--- src/rtl/sockit_cdc_fifo_if.sv ---
// Request/grant handshake bundle for sockit_cdc_fifo: ffi side accepts words, ffo side presents the head.
// The slave modport is the FIFO's view; master is the producer/consumer view.
interface sockit_cdc_fifo_if #(
    parameter int DW = 8
);
    logic [DW-1:0] ffi_bus;
    logic          ffi_req;
    logic          ffi_grt;
    logic [DW-1:0] ffo_bus;
    logic          ffo_req;
    logic          ffo_grt;

    modport slave (
        input  ffi_bus, ffi_req, ffo_grt,
        output ffi_grt, ffo_bus, ffo_req
    );

    modport master (
        output ffi_bus, ffi_req, ffo_grt,
        input  ffi_grt, ffo_bus, ffo_req
    );
endinterface

--- src/rtl/sockit_cdc_fifo.sv ---
// Single-clock elastic FIFO sharing the crossing FIFO's gray-pointer handshake and latency.
// Define SOCKIT_CDC_SYNC_EN to insert SS pointer stages; otherwise pointers are compared directly.
module sockit_cdc_fifo #(
    parameter int FF = 4,
    parameter int SS = 2,
    parameter int DW = 8
) (
    input  logic             clk,
    input  logic             rst_n,
    sockit_cdc_fifo_if.slave ff
);
    localparam int AW = $clog2(FF);
    localparam int PW = AW + 1;
    // Full when the pointers differ by exactly FF: gray codes match except the two MSBs.
    localparam logic [PW-1:0] FULL_MASK = PW'(3) << (PW - 2);

    function automatic logic [PW-1:0] bin2gry(input logic [PW-1:0] b);
        return b ^ (b >> 1);
    endfunction

    logic [DW-1:0] mem_q [FF];
    logic [PW-1:0] wr_bin_q, wr_bin_d;
    logic [PW-1:0] rd_bin_q, rd_bin_d;
    logic [PW-1:0] wr_gry_q, rd_gry_q;
    logic [PW-1:0] wr_gry_rd;
    logic [PW-1:0] rd_gry_wr;
    logic          ready_q;
    logic          full, empty;
    logic          wr_en, rd_en;

    assign full  = (wr_gry_q == (rd_gry_wr ^ FULL_MASK));
    assign empty = (rd_gry_q == wr_gry_rd);

    assign ff.ffi_grt = ready_q & ~full;
    assign ff.ffo_req = ~empty;
    assign ff.ffo_bus = mem_q[rd_bin_q[AW-1:0]];

    assign wr_en = ff.ffi_req & ready_q & ~full;
    assign rd_en = ff.ffo_grt & ~empty;

    always_comb begin
        wr_bin_d = wr_bin_q + {{(PW-1){1'b0}}, wr_en};
        rd_bin_d = rd_bin_q + {{(PW-1){1'b0}}, rd_en};
    end

    always_ff @(posedge clk or negedge rst_n) begin
        if (!rst_n) begin
            ready_q  <= 1'b0;
            wr_bin_q <= '0;
            rd_bin_q <= '0;
            wr_gry_q <= '0;
            rd_gry_q <= '0;
        end else begin
            ready_q  <= 1'b1;
            wr_bin_q <= wr_bin_d;
            rd_bin_q <= rd_bin_d;
            wr_gry_q <= bin2gry(wr_bin_d);
            rd_gry_q <= bin2gry(rd_bin_d);
        end
    end

    always_ff @(posedge clk) begin
        if (wr_en) begin
            mem_q[wr_bin_q[AW-1:0]] <= ff.ffi_bus;
        end
    end

`ifdef SOCKIT_CDC_SYNC_EN
    logic [PW-1:0] wr_sync_q [SS];
    logic [PW-1:0] rd_sync_q [SS];

    // Each side sees the other's pointer SS cycles late, as it would across clock domains.
    always_ff @(posedge clk or negedge rst_n) begin
        if (!rst_n) begin
            for (int i = 0; i < SS; i++) begin
                wr_sync_q[i] <= '0;
                rd_sync_q[i] <= '0;
            end
        end else begin
            wr_sync_q[0] <= wr_gry_q;
            rd_sync_q[0] <= rd_gry_q;
            for (int i = 1; i < SS; i++) begin
                wr_sync_q[i] <= wr_sync_q[i-1];
                rd_sync_q[i] <= rd_sync_q[i-1];
            end
        end
    end

    assign wr_gry_rd = wr_sync_q[SS-1];
    assign rd_gry_wr = rd_sync_q[SS-1];
`else
    // SS only gates elaboration here so the parameter list stays compatible with the crossing FIFO.
    if (SS >= 1) begin : g_direct
        assign wr_gry_rd = wr_gry_q;
        assign rd_gry_wr = rd_gry_q;
    end
`endif

endmodule

--- src/flat_wrapper.sv ---
// flat-port wrapper written by rule: the top's interface ports become plain ports
module sockit_cdc_fifo_flat 
#(
    parameter int FF = 4,
    parameter int SS = 2,
    parameter int DW = 8
)
  (clk, rst_n, ff_ffi_bus, ff_ffi_req, ff_ffo_grt, ff_ffi_grt, ff_ffo_bus, ff_ffo_req);
  sockit_cdc_fifo_if #(.DW(DW)) ff_i ();
  input  logic clk;
  input  logic rst_n;
  input wire logic [$bits(ff_i.ffi_bus)-1:0] ff_ffi_bus;
  input wire logic [$bits(ff_i.ffi_req)-1:0] ff_ffi_req;
  input wire logic [$bits(ff_i.ffo_grt)-1:0] ff_ffo_grt;
  output wire logic [$bits(ff_i.ffi_grt)-1:0] ff_ffi_grt;
  output wire logic [$bits(ff_i.ffo_bus)-1:0] ff_ffo_bus;
  output wire logic [$bits(ff_i.ffo_req)-1:0] ff_ffo_req;
  assign ff_i.ffi_bus = ff_ffi_bus;
  assign ff_i.ffi_req = ff_ffi_req;
  assign ff_i.ffo_grt = ff_ffo_grt;
  assign ff_ffi_grt = ff_i.ffi_grt;
  assign ff_ffo_bus = ff_i.ffo_bus;
  assign ff_ffo_req = ff_i.ffo_req;
  sockit_cdc_fifo #(.FF(FF), .SS(SS), .DW(DW)) u_core (.clk(clk), .rst_n(rst_n), .ff(ff_i));
endmodule
--- config.mk ---
export PLATFORM = sky130hd
export DESIGN_NAME = sockit_cdc_fifo_flat
export DESIGN_NICKNAME = d
export VERILOG_FILES = /design/src/rtl/sockit_cdc_fifo_if.sv /design/src/rtl/sockit_cdc_fifo.sv /design/src/flat_wrapper.sv
export SDC_FILE = /design/constraint.sdc
export NUM_CORES = 1
export LEC_CHECK = 0
export ABC_AREA = 1
export BUFFER_PORTS_ARGS = -buffer_cell sky130_fd_sc_hd__buf_2
export CAP_MARGIN = 25
export CORE_MARGIN = 2
export CORE_UTILIZATION = 59
export CTS_BUF_LIST = sky130_fd_sc_hd__clkbuf_4
export DETAILED_ROUTE_END_ITERATION = 7
export HOLD_SLACK_MARGIN = 0.03
export PLACE_DENSITY_LB_ADDON = 0.12
export SYNTH_ARGS = -nofsm -noshare
export SYNTH_HDL_FRONTEND = slang
export SYNTH_SLANG_ARGS = --single-unit
--- constraint.sdc ---
create_clock -name clk -period 2.25 [get_ports clk]
set_input_delay 0.3375 -clock clk [delete_from_list [all_inputs] [get_ports clk]]
set_output_delay 0.3375 -clock clk [all_outputs]
set_load 0.005 [all_outputs]
==> results by group, run 1 <==
Worst setup path
  • Crit-path max cell delay: between 0.5 and 0.6 ns
  • CP Class: reg -> out
  • CP startpoint kind: flip-flop
  • Critical path endpoint category: primary output
  • Required @ worst endpoint: 1.91 ns
  • R2R Path End: u_core.wr_gry_q[1]
  • Largest fanout on the critical path: 10
  • Critical path's slowest cell: dfrtp_1
  • Critical R2R Launch: u_core.wr_gry_q[1]
  • Crit-path cells: inv_1 -> o21ai_0 -> o22ai_1 -> buf_2
  • Reg-to-reg setup timing slack: 0.42 ns
  • Crit path arrival time: approximately 1.6 ns
  • Cells on worst reg2reg path: 10

Placed design
  • Count of input and output buffers: 21
  • Final HPWL DP: about 2 mm
  • Placed Cells: 189
  • RD Place Congestion: between 0.8 and 0.9

Layout
  • Most common cell after layout, fill and taps aside: edfxtp_1
  • Ratio of cells with drive above 1 in the final layout: 23.4%
  • Fin cells: 198
  • Synthesis-to-finish area growth: 13.5%
  • Reg area: around 0.0012 mm^2
  • Most frequent cells in the layout: edfxtp_1, buf_2, nor2_1
  • Number of antenna diodes: 0
  • Multi-input combinational cell area: just under 400 um^2
  • Layout Nets: 182
  • Filler Cell Count: 206

Synth
  • Avg Cell Area, Syn: ~13 um^2
  • Synth warn: 0
  • Post-synthesis sequential area ratio: 72.2%
  • Syn Inst Count: roughly 130
  • Synthesized area: approximately 0.0017 mm^2
  • #FFs+latches synth: 43
  • Synthesized Nets: 150
  • Yosys cell types: 16

CTS
  • CTS root buf: clkbuf_4
  • Number of buffers added for setup after CTS: 0
  • CTS Buffer Depth: 2
  • Resize count post-CTS: 0
  • CTS clk-pin slew, worst paths: 0.13 ns
  • H-tree depth: 2
  • Worst skew pair latency: ~0.37 ns
  • Sinks on Clock Net: 43
  • Total CTS buffers: 5
  • Hold buffer count at CTS: 1
  • CTS tree: built

Global routing
  • Total gr overflow: 0
  • Number of antenna violations at the first check in global routing: 0
  • First-pass GRT wire length: between 4 and 5 mm
  • Largest net degree at the start of global routing: 17
  • Vias in the first global route: 1021
  • Global Route Usage Sum: 20.0%

Route
  • Metal3 WL: approximately 130 um
  • Post-DRT Antenna Nets: 0
  • Metal2 WL: around 1.4 mm
  • Top Layer Used: met4
  • Final WL: about 2.9 mm
  • # DRC: 0
  • Pre-antenna DRT Iters: 4
  • Via count: a little over 1k
  • WL per Instance: between 10 and 15 um
  • Starting DRT DRC Count: 37
  • Met1 WL: approximately 1.3 mm
  • Vias/cell: ~5.2

STA
  • Tcrit/Tclk final: just under 90%
  • Final setup TNS: 0 ns
  • Fin. max-slew vios: 0
  • Worst Clk Skew: roughly 0.017 ns
  • RSZ-0062 raised after global routing: no
  • Max Clock Freq: 507 MHz
  • # setup viols final: 0
  • Min Tclk post-route: approximately 2.0 ns
  • Final Hold Fails: 0

Floorplanning
  • DIE AREA: roughly 0.0034 mm^2
  • Die outline height: 57.9 um
  • IO Count: 22
  • Row Count: 19
  • Core area: around 0.0028 mm^2
  • Die Span X: 57.9 um
  • Initial Utilization: between 60 and 70%

Run status
  • Run status: finished clean

Min path
  • Hold EP: u_core.mem_q[1][5]
  • Hold Path Depth: 1
  • HP Start: ff_ffi_bus[5]
  • HP Class: in -> reg

Pwr
  • Power Density: approximately 1200 mW/mm^2
  • Leakage Power: 0.000827 uW
  • Worst VDD drop: 889 uV

Run
  • # Max-Cap Violations: 0
cells by family after synthesis:
group           after synthesis  synth area share [%]
xor+xnor                      6                  3.07
buf+inv                      17                  4.60
flops                        43                  72.2
simple gates                 39                  8.98
compound gates               24                  8.04
other cells                   1                 0.219
fa+ha+maj                     4                  2.92
layout make-up:
cell class	count	share of cell area, %
sequential	43	63.6
timing repair buffer	27	7.85
inverter	15	2.90
clock buffer	5	1.93
multi-input combinational	74	20.5
tap	31	1.99
clock inverter	3	1.29
layer usage:
metal | GRT usage, % | up-vias
li1 | - | 519
met1 | 26.1 | 488
met2 | 30.7 | 24
met3 | 4.69 | 5
met4 | 12.0 | 0
met5 | 0 | -
critical path, delay by kind of cell (launching register included):
kind,cells,cell delay (ns)
AO/OA/AOI/OAI,2,0.31
flip-flops,1,0.53
buffers and inverters,2,0.43
Yosys cell counts, drive strengths merged:
library cell  instances  area share, %
buf                   2            1.3
dfrtp                11             16
conb                  1           0.22
o22ai                 8            2.9
o21ai                16            5.1
ha                    4            2.9
nand3                 2           0.58
edfxtp               32             56
nor2                 22            5.1
xor2                  6            3.1
inv                  15            3.3
nand2                15            3.3
sequential cells by signal, indices dropped and copies added (netlist names):
register / flops
u_core.ready_q: 1
u_core.rd_gry_q: 2
u_core.wr_gry_q: 2
u_core.wr_bin_q: 3
u_core.rd_bin_q: 3
u_core.mem_q: 32
worst max path at each step:
stage	start	end	slack, ns	cells after the start
after floorplan	u_core.rd_gry_q[1]	u_core.wr_gry_q[1]	0.67	9
after global placement	u_core.wr_gry_q[1]	u_core.wr_gry_q[1]	0.55	10
after detailed placement	u_core.wr_gry_q[1]	u_core.wr_gry_q[1]	0.46	10
after CTS	u_core.rd_bin_q[1]	ff_ffo_bus[1]	0.26	4
after global routing	u_core.rd_bin_q[1]	ff_ffo_bus[1]	0.18	4
final	u_core.rd_bin_q[1]	ff_ffo_bus[6]	0.28	4
power breakdown:
part | switching (uW) | internal (uW) | total [uW]
combinational | 494 | 353 | 848
clock | 256 | 125 | 381
sequential | 127 | 1030 | 1150
metrics by stage:
stage | power (uW) | util (%) | setup slack (ns) | hold WS (ns) | area (um^2)
6_report | 2380 | 70.5 | 0.277 | 0.172 | 1940
3_3_place_gp | 1970 | 67.9 | 0.551 | 0.211 | 1870
5_1_grt | 2550 | 70.5 | 0.175 | 0.155 | 1940
3_5_place_dp | 2030 | 67.9 | 0.460 | 0.224 | 1870
2_1_floorplan | 1730 | - | 0.666 | 0.0419 | 1710
4_1_cts | 2410 | 70.5 | 0.264 | 0.167 | 1940
Power figures use the tool's default switching activity.
==> run 2: changes to the inputs <==
--- a/config.mk
+++ b/config.mk
@@ -5,11 +5,10 @@
 export SDC_FILE = /design/constraint.sdc
 export NUM_CORES = 1
 export LEC_CHECK = 0
-export ABC_AREA = 1
 export BUFFER_PORTS_ARGS = -buffer_cell sky130_fd_sc_hd__buf_2
 export CAP_MARGIN = 25
 export CORE_MARGIN = 2
-export CORE_UTILIZATION = 59
+export CORE_UTILIZATION = 58
 export CTS_BUF_LIST = sky130_fd_sc_hd__clkbuf_4
 export DETAILED_ROUTE_END_ITERATION = 7
 export HOLD_SLACK_MARGIN = 0.03
==> run 2 against run 1 <==
First-iteration DRC count fell by 41%. Clock power fell by 8.4%. Critical path depth is 1 lower. Count of clock-buffer cells in the layout stayed put. Highest routed layer unchanged.
==> results by group, run 2 <==
Synth
  • Post-synth top area share: a little under three fifths
  • Asr flop ratio synth: between 20 and 30%
  • Synthesized area: approximately 0.0017 mm^2
  • Syn Inst Count: approximately 80
  • Ranking of synthesized cells by area: edfxtp_1, dfrtp_1, mux4_2
  • Main flop type after synthesis: edfxtp_1
  • Yosys cell types: 18
  • Number of flops mapped to enable cells by yosys: 32
  • Synth warn: 0
  • #FFs+latches synth: 43
  • Synthesized Nets: 98
  • Avg Cell Area, Syn: 20.4 um^2
  • Post-synth top cells: edfxtp_1, dfrtp_1, mux4_2, xor2_1
  • Yosys top cell by area: edfxtp_1
  • Post-synthesis sequential area ratio: ~74%
  • Most frequent cell after synthesis: edfxtp_1

Route
  • Final WL: about 2.4 mm
  • Top Layer Used: met4
  • Starting DRT DRC Count: 22
  • Met1 WL: approximately 910 um
  • Metal3 WL: between 100 and 150 um
  • WL per Instance: between 15 and 20 um
  • Pre-antenna DRT Iters: 4
  • Post-DRT Antenna Nets: 0
  • Vias/cell: 5.68
  • # DRC: 0
  • Metal2 WL: between 1 and 1.5 mm
  • Via count: 818

Pwr
  • Logic pwr share: roughly a third
  • Worst VDD drop: about 950 uV
  • Total power: around 2300 uW
  • Reg power frac: between 50% and 60%
  • Clock power share: about 15%
  • P_sw: 749 uW
  • Sw Share: 32.5%
  • Internal power: 1550 uW
  • Power Density: between 1000 and 1500 mW/mm^2
  • Leakage Power: ~0.00071 uW

CTS
  • Worst skew pair latency: ~0.35 ns
  • Sinks on Clock Net: 43
  • H-tree depth: 2
  • CTS clk-pin slew, worst paths: between 0.1 and 0.15 ns
  • CTS Buffer Depth: 2
  • Number of buffers added for setup after CTS: 0
  • CTS tree: built
  • CTS root buf: clkbuf_4
  • Total CTS buffers: 5

Floorplanning
  • Die outline height: between 50 and 60 um
  • IO Count: 22
  • Row Count: 19
  • Initial Utilization: 60.8%
  • Die Span X: between 50 and 60 um
  • Core area: about 0.0028 mm^2
  • DIE AREA: about 0.0033 mm^2

Layout
  • Layout Nets: 128
  • Most frequent cells in the layout: edfxtp_1, buf_2, dfrtp_1
  • Synthesis-to-finish area growth: 12.7%
  • Number of antenna diodes: 0
  • Largest register FFs: 32
  • Design Area, Final: around 0.0019 mm^2
  • Ratio of cells with drive above 1 in the final layout: a little under two fifths
  • Most common cell after layout, fill and taps aside: edfxtp_1

Worst setup path
  • Critical path endpoint category: primary output
  • CP startpoint kind: flip-flop
  • Crit path arrival time: roughly 1.6 ns
  • Largest fanout on the critical path: 8
  • Required @ worst endpoint: between 1.5 and 2 ns
  • Critical R2R Launch: u_core.rd_gry_q[0]
  • Critical path origin: u_core.rd_bin_q[0]
  • CP Class: reg -> out

STA
  • Tcrit/Tclk final: a little under nine tenths
  • # setup viols final: 0
  • Final setup TNS: 0 ns
  • Min Tclk post-route: roughly 1.9 ns
  • RSZ-0062 raised after global routing: no
  • Fin. max-slew vios: 0
  • Max Clock Freq: approximately 520 MHz
  • Worst Clk Skew: between 0.005 and 0.006 ns
  • Max transition margin: between 30 and 40%
  • Setup WS post-layout: ~0.32 ns
  • Worst Tran Pin Value: 0.930 ns
  • Final Hold Fails: 0

Global routing
  • Largest net degree at the start of global routing: 14
  • Vias in the first global route: just over 800
  • Number of antenna violations at the first check in global routing: 0
  • Total gr overflow: 0
  • Global Route Usage Sum: approximately 17%
  • First-pass GRT wire length: about 3.9 mm

Placed design
  • Count of input and output buffers: 21
  • RD Place Congestion: between 0.7 and 0.8
  • Area of placed instances: 0.00183 mm^2
  • Post-Place Setup Slack: 0.399 ns
  • Final HPWL DP: around 1.7 mm

Min path
  • HP Start: ff_ffi_bus[2]
  • HP Class: in -> reg

Run status
  • Run status: finished clean

Run
  • # Max-Cap Violations: 0
-- run 2: changes by cell type in the layout (fill, tap and decap cells not counted), sizes merged, moves of 2 or more --
| cell | delta |
|---|---|
| o22ai | -8 |
| inv | -14 |
| nand3 | -2 |
| a311oi | +2 |
| xor2 | +3 |
| o21ai | -16 |
| nor2 | -22 |
| mux4 | +8 |
| buf | -2 |
| a31oi | +4 |
| nand4b | +2 |
| nand2 | -13 |
-- run 2: cell families (layout without fill, tap and decap cells) --
| logic type | Yosys count | after routing | share of synthesized area (%) |
|---|---|---|---|
| DFF | 43 | 43 | 73.8 |
| adders and majority gates | 4 | 4 | 2.99 |
| xor gates and xnor gates | 10 | 10 | 5.68 |
| buffers and inverters | 3 | 34 | 1.19 |
| muxes | 8 | 8 | 10.8 |
| and+or+nand+nor | 6 | 6 | 2.24 |
| AOI/OAI and AO/OA | 7 | 7 | 3.14 |
| other | 1 | 1 | 0.224 |
-- run 2: layer usage --
| layer | GRT usage, % | vias up |
|---|---|---|
| li1 | - | 384 |
| met1 | 19.2 | 407 |
| met2 | 28.4 | 23 |
| met3 | 4.91 | 4 |
| met4 | 14.0 | 0 |
| met5 | 0 | - |
-- run 2: repair_timing --
action,in CTS,in global routing
endpoints found under the hold margin,11,0
resized for setup,0,0
hold buffers,1,0
-- run 2: final timing paths --
kind,end,slack [ns],depth (start not counted)
setup / recovery,ff_ffo_bus[0],0.32,3
hold / removal,u_core.mem_q[3][2],0.19,1
setup reg to reg,u_core.wr_gry_q[1],0.39,6
hold reg to reg,u_core.wr_bin_q[2],0.57,1
max in group asynchronous,u_core.ready_q,1.70,2
min in group asynchronous,u_core.rd_bin_q[0],0.36,2
-- run 2: final cells by class --
class | count | area (um^2)
inverter | 1 | 3.75
tap | 31 | 38.8
multi-input combinational | 36 | 419
sequential | 43 | 1240
clock buffer | 5 | 37.5
timing repair buffer | 25 | 138
fill | 203 | 870
clock inverter | 3 | 15.0
-- run 2: metrics by stage --
stage / hold WS, ns / util (%) / cells
after CTS: 0.164 / 68.5 / 144
after global placement: 0.209 / 66.2 / 135
final: 0.188 / 68.5 / 144
after floorplan: 0.0419 / - / 82
after global routing: 0.162 / 68.5 / 144
after detailed placement: 0.208 / 66.2 / 135
-- run 2: worst max-delay path: stages (launching register included) --
cell     delay, ns
dfrtp_1       0.37
buf_4         0.21
mux4_2        0.52
buf_2         0.14
-- run 2: power groups by stage --
stage                     Clock, uW  Sequential, uW  Combinational [uW]
after floorplan                   0            1130                 617
after CTS                       367            1150                 819
final                           349            1150                 802
after global routing            397            1170                 905
after detailed placement          0            1170                 817
after global placement            0            1170                 795
==> run 3: changes to the inputs <==
--- a/config.mk
+++ b/config.mk
@@ -7,6 +7,7 @@
 export LEC_CHECK = 0
 export BUFFER_PORTS_ARGS = -buffer_cell sky130_fd_sc_hd__buf_2
 export CAP_MARGIN = 25
+export CORE_ASPECT_RATIO = 1.1
 export CORE_MARGIN = 2
 export CORE_UTILIZATION = 58
 export CTS_BUF_LIST = sky130_fd_sc_hd__clkbuf_4
==> run 3 against run 2 <==
Combinational power is 0.9% higher. Clock power rose by 30%. Critical path depth stayed put. Count of clock-buffer cells in the layout unchanged. Register-to-register slack about the same. Wire length is 6.6% higher. Total power is 5.0% higher. Worst hold slack better by 0.0098 ns. Critical path type unchanged. Final area increased by 1.4%.
==> results by group, run 3 (synthesis gave the netlist of run 2 again) <==
Route
  • Post-DRT Antenna Nets: 0
  • WL per Instance: between 15 and 20 um
  • Pre-antenna DRT Iters: 4
  • Starting DRT DRC Count: 7
  • # DRC: 0
  • Via count: between 800 and 900
  • Final WL: approximately 2.5 mm
  • Vias/cell: about 5.6

Placed design
  • Count of input and output buffers: 21
  • Placed Cells: roughly 140
  • RD Place Congestion: about 0.72

Floorplanning
  • Row Count: 20
  • Initial Utilization: roughly three fifths
  • DIE AREA: ~0.0033 mm^2
  • Die Span X: 55.2 um
  • IO Count: 22
  • Core area: about 0.0028 mm^2
  • Die outline height: just over 60 um

STA
  • Tcrit/Tclk final: 86.3%
  • Max transition margin: about two fifths
  • Final setup TNS: 0 ns
  • Min Tclk post-route: 1.94 ns
  • Hold slack final: a little under 0.2 ns
  • Fin. max-slew vios: 0
  • Worst Clk Skew: 0.00684 ns
  • RSZ-0062 raised after global routing: no
  • Worst Tran Pin Value: approximately 0.90 ns
  • # setup viols final: 0
  • Max Clock Freq: between 500 and 600 MHz
  • Final Hold Fails: 0

CTS
  • CTS tree: built
  • CTS Buffer Depth: 2
  • H-tree depth: 2
  • Worst skew pair latency: 0.35 ns
  • CTS root buf: clkbuf_4
  • Total CTS buffers: 5
  • CTS clk-pin slew, worst paths: about 0.11 ns
  • Number of buffers added for setup after CTS: 0
  • Sinks on Clock Net: 43
  • Resize count post-CTS: 0

Layout
  • Filler Cell Count: between 150 and 200
  • Largest register FFs: 32
  • Synthesis-to-finish area growth: 14.3%
  • Layout Nets: around 130
  • Most common cell after layout, fill and taps aside: edfxtp_1
  • Ratio of cells with drive above 1 in the final layout: 37.2%
  • Number of antenna diodes: 0
  • Most frequent cells in the layout: edfxtp_1, buf_2, dfrtp_1
  • Fin cells: around 150

Worst setup path
  • Worst Path Buf+Inv: 2
  • Crit-path cells: buf_4 -> mux4_2 -> buf_2
  • Critical path's slowest cell: mux4_2
  • Crit-path max cell delay: between 0.5 and 0.6 ns
  • Required @ worst endpoint: 1.91 ns
  • Largest fanout on the critical path: 8
  • Critical path's top delay family: multiplexers
  • Critical path endpoint category: primary output
  • CP startpoint kind: flip-flop
  • CP Class: reg -> out
  • Crit path arrival time: 1.60 ns

Pwr
  • Leakage Power: 0.000723 uW
  • Power Density: about 1300 mW/mm^2
  • Worst VDD drop: ~860 uV

Run
  • # Max-Cap Violations: 0

Global routing
  • First-pass GRT wire length: 3.91 mm
  • Vias in the first global route: about 850
  • Number of antenna violations at the first check in global routing: 0
  • Largest net degree at the start of global routing: 14
  • Total gr overflow: 0
  • Global Route Usage Sum: 17.2%

Min path
  • HP Class: in -> reg

Run status
  • Run status: finished clean
run 3: cell count changes in the layout (fill, tap and decap cells not counted):
| cell | previous run | this run |
|---|---|---|
| clkinv_2 | 3 | 1 |
| bufinv_16 | 0 | 1 |
| clkinv_1 | 0 | 1 |
run 3: worst paths after layout:
check / from / end / slack [ns] / depth (start not counted)
min reg2reg: u_core.rd_bin_q[0] / u_core.rd_bin_q[0] / 0.55 / 1
max in group asynchronous: rst_n / u_core.wr_bin_q[1] / 1.70 / 2
max reg2reg: u_core.rd_bin_q[2] / u_core.rd_gry_q[1] / 0.38 / 6
max: u_core.rd_bin_q[0] / ff_ffo_bus[4] / 0.31 / 3
min: ff_ffi_bus[4] / u_core.mem_q[2][4] / 0.20 / 1
min in group asynchronous: rst_n / u_core.rd_gry_q[1] / 0.36 / 2
run 3: through the flow:
stage	setup WS (ns)	util, %	power, uW	instance area (um^2)
finish	0.308	69.5	2420	1910
global route	0.198	69.5	2560	1910
CTS	0.267	69.5	2460	1910
detailed placement	0.385	66.4	2000	1830
global placement	0.440	66.4	1960	1830
floorplan	0.457	-	1740	1680
run 3: cell type report:
cell class / instances / area [um^2] / area share (%)
flip-flops and latches: 43 / 1240 / 64.6
clock inverters: 3 / 38.8 / 2.03
multi-input cells: 36 / 419 / 21.9
well taps: 33 / 41.3 / 2.16
clock buffers: 5 / 37.5 / 1.96
inverters: 1 / 3.75 / 0.196
repair buffers: 25 / 138 / 7.19
run 3: worst reg2reg max path, stage by stage, from the launching register on:
cell	delay (ns)
dfrtp_1	0.44
xor2_2	0.23
o31a_2	0.37
ha_1	0.18
ha_1	0.18
xor2_1	0.22
xor2_1	0.17
run 3: power breakdown:
part	switching, uW	internal, uW	total (uW)
combinational	405	404	809
clock	225	228	453
sequential	122	1030	1160
run 3: repair_timing:
item	4_1_cts	5_1_grt
hold endpoints to repair	11	0
hold buffers	1	0
endpoints found under the setup margin	0	0
run 3: per-layer routing:
layer	vias up	GRT usage (%)	share of wire (%)
li1	385	-	-
met1	405	16.2	37
met2	20	32.3	56
met3	8	6.82	4.6
met4	0	9.41	2.4
met5	-	0	0
